===== src/rtl/alu_pkg.sv =====
// alu_pkg
// Shared definitions for the RV32I integer ALU: the 4-bit operation select
// type ({funct7[5], funct3}) and the ten opcode constants. Decoder and control
// logic import this same package so the encoding lives in one place.
package alu_pkg;

    localparam int ALU_DATA_W = 32;

    typedef logic [3:0] alu_sel_t;

    localparam alu_sel_t ALU_ADD  = 4'b0000;
    localparam alu_sel_t ALU_SLL  = 4'b0001;
    localparam alu_sel_t ALU_SLT  = 4'b0010;
    localparam alu_sel_t ALU_SLTU = 4'b0011;
    localparam alu_sel_t ALU_XOR  = 4'b0100;
    localparam alu_sel_t ALU_SRL  = 4'b0101;
    localparam alu_sel_t ALU_OR   = 4'b0110;
    localparam alu_sel_t ALU_AND  = 4'b0111;
    localparam alu_sel_t ALU_SUB  = 4'b1000;
    localparam alu_sel_t ALU_SRA  = 4'b1101;

endpackage


===== src/rtl/alu_shifter.sv =====
// alu_shifter
// Combinational 32-bit barrel shifter shared by SLL, SRL and SRA.
// Left shifts are done by bit-reversing the operand, shifting right with
// zero fill, and reversing the result, so only one log-shifter is needed.
// Ports:
//   i_data   32-bit operand
//   i_shamt  5-bit shift amount
//   i_right  1 = shift right, 0 = shift left
//   i_arith  1 = sign fill on right shifts (ignored for left shifts)
//   o_data   shifted result
module alu_shifter
    import alu_pkg::*;
(
    input  logic [ALU_DATA_W-1:0] i_data,
    input  logic [4:0]            i_shamt,
    input  logic                  i_right,
    input  logic                  i_arith,
    output logic [ALU_DATA_W-1:0] o_data
);

    logic [ALU_DATA_W-1:0] w_in_rev;
    logic [ALU_DATA_W-1:0] w_shifted;
    logic [ALU_DATA_W-1:0] w_out_rev;
    logic                  w_fill;

    genvar gi;
    generate
        for (gi = 0; gi < ALU_DATA_W; gi++) begin : g_rev
            assign w_in_rev[gi]  = i_data[ALU_DATA_W-1-gi];
            assign w_out_rev[gi] = w_shifted[ALU_DATA_W-1-gi];
        end
    endgenerate

    // Sign fill only applies to arithmetic right shifts.
    assign w_fill = i_right & i_arith & i_data[ALU_DATA_W-1];

    // Five log stages: stage k shifts right by 2^k when amount bit k is set.
    always_comb begin
        w_shifted = i_right ? i_data : w_in_rev;
        for (int k = 0; k < 5; k++) begin
            if (i_shamt[k]) begin
                w_shifted = (w_shifted >> (32'd1 << k))
                          | (w_fill ? ~({ALU_DATA_W{1'b1}} >> (32'd1 << k))
                                    : {ALU_DATA_W{1'b0}});
            end
        end
    end

    assign o_data = i_right ? w_shifted : w_out_rev;

endmodule


===== src/rtl/alu.sv =====
// alu
// RV32I execute-stage integer ALU with a registered result (1-cycle latency,
// one operation per cycle, no handshake).
// Ports:
//   clk     rising-edge clock
//   rst_n   asynchronous active-low reset; clears out to 0
//   inputA  operand A (rs1 or PC)
//   inputB  operand B (rs2 or immediate); [4:0] is the shift amount
//   ALUSel  operation select {funct7[5], funct3}; unused codes give 0
//   out     registered result
module alu
    import alu_pkg::*;
(
    input  logic                  clk,
    input  logic                  rst_n,
    input  logic [ALU_DATA_W-1:0] inputA,
    input  logic [ALU_DATA_W-1:0] inputB,
    input  alu_sel_t              ALUSel,
    output logic [ALU_DATA_W-1:0] out
);

    logic                  w_do_sub;
    logic [ALU_DATA_W-1:0] w_add_b;
    logic [ALU_DATA_W-1:0] w_sum;
    logic                  w_carry;
    logic                  w_lt;
    logic                  w_ltu;
    logic [ALU_DATA_W-1:0] w_shift;
    logic [ALU_DATA_W-1:0] w_result;
    logic [ALU_DATA_W-1:0] r_out;

    // One adder serves ADD, SUB and both compares; compares need A - B.
    assign w_do_sub = (ALUSel == ALU_SUB) || (ALUSel == ALU_SLT) || (ALUSel == ALU_SLTU);
    assign w_add_b  = inputB ^ {ALU_DATA_W{w_do_sub}};
    assign {w_carry, w_sum} = {1'b0, inputA} + {1'b0, w_add_b}
                            + {{ALU_DATA_W{1'b0}}, w_do_sub};

    // Unsigned: no carry out of A + ~B + 1 means a borrow, i.e. A < B.
    assign w_ltu = ~w_carry;
    // Signed: differing signs decide directly, so the sign of the difference
    // is only trusted when it cannot have overflowed.
    assign w_lt  = (inputA[ALU_DATA_W-1] ^ inputB[ALU_DATA_W-1])
                 ? inputA[ALU_DATA_W-1] : w_sum[ALU_DATA_W-1];

    // funct3[2] selects right shifts (101); funct7[5] selects arithmetic.
    alu_shifter u_shifter (
        .i_data  (inputA),
        .i_shamt (inputB[4:0]),
        .i_right (ALUSel[2]),
        .i_arith (ALUSel[3]),
        .o_data  (w_shift)
    );

    always_comb begin
        w_result = '0;
        case (ALUSel)
            ALU_ADD,
            ALU_SUB:  w_result = w_sum;
            ALU_SLL,
            ALU_SRL,
            ALU_SRA:  w_result = w_shift;
            ALU_SLT:  w_result = {{(ALU_DATA_W-1){1'b0}}, w_lt};
            ALU_SLTU: w_result = {{(ALU_DATA_W-1){1'b0}}, w_ltu};
            ALU_XOR:  w_result = inputA ^ inputB;
            ALU_OR:   w_result = inputA | inputB;
            ALU_AND:  w_result = inputA & inputB;
            default:  w_result = '0;
        endcase
    end

    always_ff @(posedge clk or negedge rst_n) begin
        if (!rst_n) begin
            r_out <= '0;
        end else begin
            r_out <= w_result;
        end
    end

    assign out = r_out;

endmodule


===== config.mk =====
export PLATFORM = sky130hd
export DESIGN_NAME = alu
export DESIGN_NICKNAME = d
export VERILOG_FILES = /design/src/rtl/alu_pkg.sv /design/src/rtl/alu_shifter.sv /design/src/rtl/alu.sv
export SDC_FILE = /design/constraint.sdc
export NUM_CORES = 1
export LEC_CHECK = 0
export BUFFER_PORTS_ARGS = -buffer_cell sky130_fd_sc_hd__buf_2
export CORE_MARGIN = 2
export CORE_UTILIZATION = 58
export DETAILED_ROUTE_END_ITERATION = 10
export PLACE_DENSITY_LB_ADDON = 0.12
export SYNTH_ARGS = -nofsm -noshare
export SYNTH_HDL_FRONTEND = slang
export SYNTH_SLANG_ARGS = --single-unit

===== constraint.sdc =====
create_clock -name clk -period 1 [get_ports clk]
set_clock_uncertainty 0.05 [all_clocks]
set_input_delay 0.05 -clock clk [delete_from_list [all_inputs] [get_ports clk]]
set_output_delay 0.05 -clock clk [all_outputs]
set_load 0.005 [all_outputs]

==> results of run 1 <==
[layer usage]
layer | overflow | global-route usage [%]
met4 | 14 | 78.59
met3 | 0 | 61.95
met5 | 0 | 27.78
met1 | 0 | 77.05
met2 | 12 | 93.49
[cell families after synthesis]
group	after synthesis	synth area share [%]
xor gates and xnor gates	57	6.725
and+or+nand+nor	197	12.12
adders and majority gates	96	16.28
buffers and inverters	136	8.276
AOI/OAI and AO/OA	268	24.54
muxes	87	21.27
DFF	32	10.79
[metrics by stage]
stage                     std cells  setup slack [ns]
after floorplan                 873            -2.330
after global placement         1371            -2.313
after detailed placement       1371            -2.376
after CTS                      1415            -2.012
[what timing repair did]
item | in CTS
setup endpoints to repair | 32
resized for setup | 119
setup buffers | 33
endpoints found under the hold margin | 32
hold buffers | 1
pin swaps | 54
cloned | 4
==> flow_summary_export.csv, run 1 <==
group,metric,value,unit
place,dpl_cell_area,0.01016,mm^2
place,place.gp.congestion,1.074,
yosys,syn-num-nets,1039,
yosys,yosys_most_used_dff,"dfrtp_1",
yosys,ys_top_cells_by_area,"ha_1 (16%), mux4_2 (11%), dfrtp_1 (11%)",
yosys,synth_top_area_share,16.01,%
place,port_buffers,101,
place,dp_hpwl,24.21,mm
clock_network,cts_made_buffers,5,
sta,grt-worst-endpoint,"out[0]$_DFF_PN0_/D",
yosys,synthCells,873,
die,ios,102,
yosys,synth_edf_count,0,
die,fp.dieW,117.1,um
yosys,yosys-top-cells-count,"ha_1 (95), nor2_1 (89), inv_1 (76)",
sta,worst-ep-kind,"sequential cell input",
clock_network,htree_levels,2,
die,die_h,117.1,um
yosys,syn_area_per_cell,8.503,um^2
die,initial_core_util,59.06,%
run_status,outcome,"did not finish",
yosys,yosysMostFrequentCell,"ha_1",
yosys,async_reset_ff_share,100.0,%
die,rows,41,
clock_network,cts_root_buffer,"clkbuf_16",
yosys,ys_warn_count,0,
yosys,syn_area,0.007423,mm^2
yosys,ys_ff_latch,32,
run_status,lastStage,"global routing (5_1_grt)",
yosys,yosysTopAreaCell,"ha_1",
clock_network,cts.sinks,32,
yosys,ys_types,71,
yosys,synth_seq_area_share,10.79,%
run_status,stop_error,"[ERROR GRT-0232] Routing congestion too high. Check the congestion heatmap in the GUI.",
grt,grt_max_degree,37,
clock_network,clockBufferDepth,2,
grt,grt_usage,77.27,%
grt,grt-ovfl-total,26,
==> run 2, diff against run 1 <==
--- a/config.mk
+++ b/config.mk
@@ -7,9 +7,9 @@
 export LEC_CHECK = 0
 export BUFFER_PORTS_ARGS = -buffer_cell sky130_fd_sc_hd__buf_2
 export CORE_MARGIN = 2
-export CORE_UTILIZATION = 58
+export CORE_UTILIZATION = 40
 export DETAILED_ROUTE_END_ITERATION = 10
-export PLACE_DENSITY_LB_ADDON = 0.12
+export PLACE_DENSITY_LB_ADDON = 0.15
 export SYNTH_ARGS = -nofsm -noshare
 export SYNTH_HDL_FRONTEND = slang
 export SYNTH_SLANG_ARGS = --single-unit
==> flow_summary_export.csv, run 2 <==
group,metric,value,unit
yosys,syn-num-nets,1039,
critical_path,worstPathRequired,1.11,ns
place,port_buffers,101,
worst_hold_path,min_path_type,"input port to async pin",
critical_path,crit_arrival,3.12,ns
yosys,yosys-top-cells-count,"ha_1 (95), nor2_1 (89), inv_1 (76)",
layout,final_common_cell,"buf_4",
layout,antenna_cells,0,
power_and_ir_drop,ir_drop,0.6206,mV
grt,grt_pass1_vias,8315,
yosys,yosysMostFrequentCell,"ha_1",
power_and_ir_drop,power.internal,0.006623,W
clock_network,cts_root_buffer,"clkbuf_16",
die,initial_core_util,41.04,%
layout,area_growth,57.12,%
yosys,synth_top_area_share,16.01,%
die,rows,49,
power_and_ir_drop,p_clk_share,17.7,%
yosys,ys_top_cells_by_area,"ha_1 (16%), mux4_2 (11%), dfrtp_1 (11%)",
sta,period_minus_slack,3.008,ns
yosys,synthCells,873,
detailed_routing,wire_per_inst,20.07,um
sta,maxSlewHeadroom,61.95,%
die,fp.dieW,140.2,um
detailed_routing,drt-total-wl,30.07,mm
sta,setup_slack,-2.008,ns
place,dpl_cell_area,0.01046,mm^2
power_and_ir_drop,p_sw_share,39.61,%
detailed_routing,via_per_inst,5.730,
power_and_ir_drop,seqPwrFrac,13.8,%
grt,grt_use_met1,39.93,%
yosys,synth_edf_count,0,
grt,grt_usage,29.90,%
grt,antenna_found_initial,1,
grt,gr-usage-met3,4.923,%
yosys,ys_types,71,
detailed_routing,ant_nets,0,
sta,setup_viol,32,
yosys,ys_ff_latch,32,
clock_network,cts_tree,"done",
die,die-area,0.01966,mm^2
grt,grt-ovfl-total,0,
yosys,async_reset_ff_share,100.0,%
detailed_routing,drcViolationCount,0,
yosys,synth_top_family_by_area,"compound AO/OA/AOI/OAI gates",
sta,worst_pin_slew,0.5707,ns
run,maxCapViolCount,0,
yosys,yosysTopAreaCell,"ha_1",
grt,busiest_layer,"met2",
critical_path,critPathKind,"input port to register",
critical_path,start_kind,"input port",
detailed_routing,drtPass1Iterations,5,
layout,design_area,0.01166,mm^2
clock_network,clkTransAtPathRegs,0.06,ns
grt,use_met2,49.56,%
die,coreArea,0.01809,mm^2
clock_network,htree_levels,2,
clock_network,clockBufferDepth,2,
die,ios,102,
run_status,outcome,"finished with violations",
sta,fin_crit_sh,300.8,%
place,dp_hpwl,23.57,mm
yosys,syn_area,0.007423,mm^2
grt,grt_max_degree,37,
sta,fmax,0.3325,GHz
yosys,synth_simple_gate_area_share,12.12,%
yosys,syn_area_per_cell,8.503,um^2
detailed_routing,num_vias,8584,
critical_path,critPathCaptureType,"register",
power_and_ir_drop,power_switching,0.004344,W
yosys,synth_compound_area_share,24.54,%
layout,mostFrequentLayoutCells,"buf_4 (300), buf_2 (97), ha_1 (92)",
yosys,synth_mux_area_share,21.27,%
place,place.gp.congestion,0.9968,
yosys,synthAdderAreaFrac,16.28,%
layout,largest_register_ffs,32,
layout,nets,1434,
grt,grt_pass1_wl,46.00,mm
yosys,ys_warn_count,0,
sta,hold_viol,0,
sta,grt_setup_unrepaired,"yes",
clock_network,cts_made_buffers,5,
clock_network,cts.sinks,32,
sta,final-max-slew-violation-count,0,
power_and_ir_drop,power_density,940.3,mW/mm^2
yosys,synth_seq_area_share,10.79,%
sta,whs,0.1989,ns
die,die_h,140.2,um
critical_path,cp_max_fo,4,
layout,drive_gt1_share,47.60,%
power_and_ir_drop,p_comb_share,68.5,%
power_and_ir_drop,power.leakage,5.671,nW
run_status,violations,"setup timing",
detailed_routing,drtIter0Drc,659,
yosys,yosys_most_used_dff,"dfrtp_1",
layout,final_core_util,64.49,%
yosys,synthXorXnorAreaFrac,6.725,%
run 2: critical path, cell delays in order:
cell and delay (ns):
buf_8 0.10, nor3b_4 0.21, nor2_2 0.07, nor2_4 0.16
buf_6 0.16, xnor2_2 0.11, ha_1 0.26, buf_6 0.13
a21o_1 0.16, a21o_1 0.16, a21oi_2 0.21, o211ai_1 0.21
o211ai_4 0.30, a21oi_4 0.12, o41ai_2 0.32, mux2i_1 0.27
o211ai_1 0.10
run 2: layout make-up:
class / instances / area, um^2
Sequential cell: 32 / 800.8
Clock inverter: 1 / 30.03
Tap cell: 229 / 286.5
Inverter: 77 / 289.0
Fill cell: 1532 / 6422
Clock buffer: 7 / 152.6
Timing Repair Buffer: 447 / 3517
Multi-Input combinational cell: 705 / 6588
run 2: cells by family (layout without fill, tap and decap cells):
group | after synthesis | after routing
simple gates | 197 | 197
xor+xnor | 57 | 57
mux | 87 | 87
buf+inv | 136 | 532
compound gates | 268 | 268
fa+ha+maj | 96 | 96
flops | 32 | 32
run 2: power by group through the flow:
stage          clock network, W  logic (W)  registers (W)
2_1_floorplan                 0    0.00332        0.00156
3_3_place_gp                  0    0.00626        0.00153
3_5_place_dp                  0    0.00630        0.00154
4_1_cts                 0.00196    0.00704        0.00152
5_1_grt                 0.00201    0.00802        0.00153
6_report                0.00194    0.00751        0.00151
run 2: timing repair:
item	in CTS	in global routing
pin swaps	46	47
setup endpoints to repair	32	32
gates cloned	2	0
hold endpoints to repair	32	0
buffers inserted	31	11
resized for setup	107	56
hold buffers	1	0
run 2: metrics by stage:
step	TNS [ns]	setup WS, ns	instances	power, W
after floorplan	-60.99	-2.330	873	0.004879
after global placement	-65.54	-2.527	1452	0.007789
after detailed placement	-65.66	-2.508	1452	0.007840
after CTS	-52.39	-2.001	1490	0.01051
after global routing	-56.85	-2.134	1498	0.01156
final	-52.86	-2.008	1498	0.01097
run 2: worst paths after layout:
check,start,endpoint,slack [ns],cells after the start
min in group clk,inputB[27],out[27],0.22,5
min,rst_n,out[28],0.20,3
max in group asynchronous,rst_n,out[15],0.50,3
max,ALUSel[1],out[0],-2.01,17
run 2: metal layers:
layer / up-vias / routed length [um]
met5: - / 0
met4: 0 / 999
met3: 67 / 2316
met2: 340 / 14110
met1: 4122 / 12640
li1: 4055 / -
Note: power is estimated with default switching activity, not from simulation.
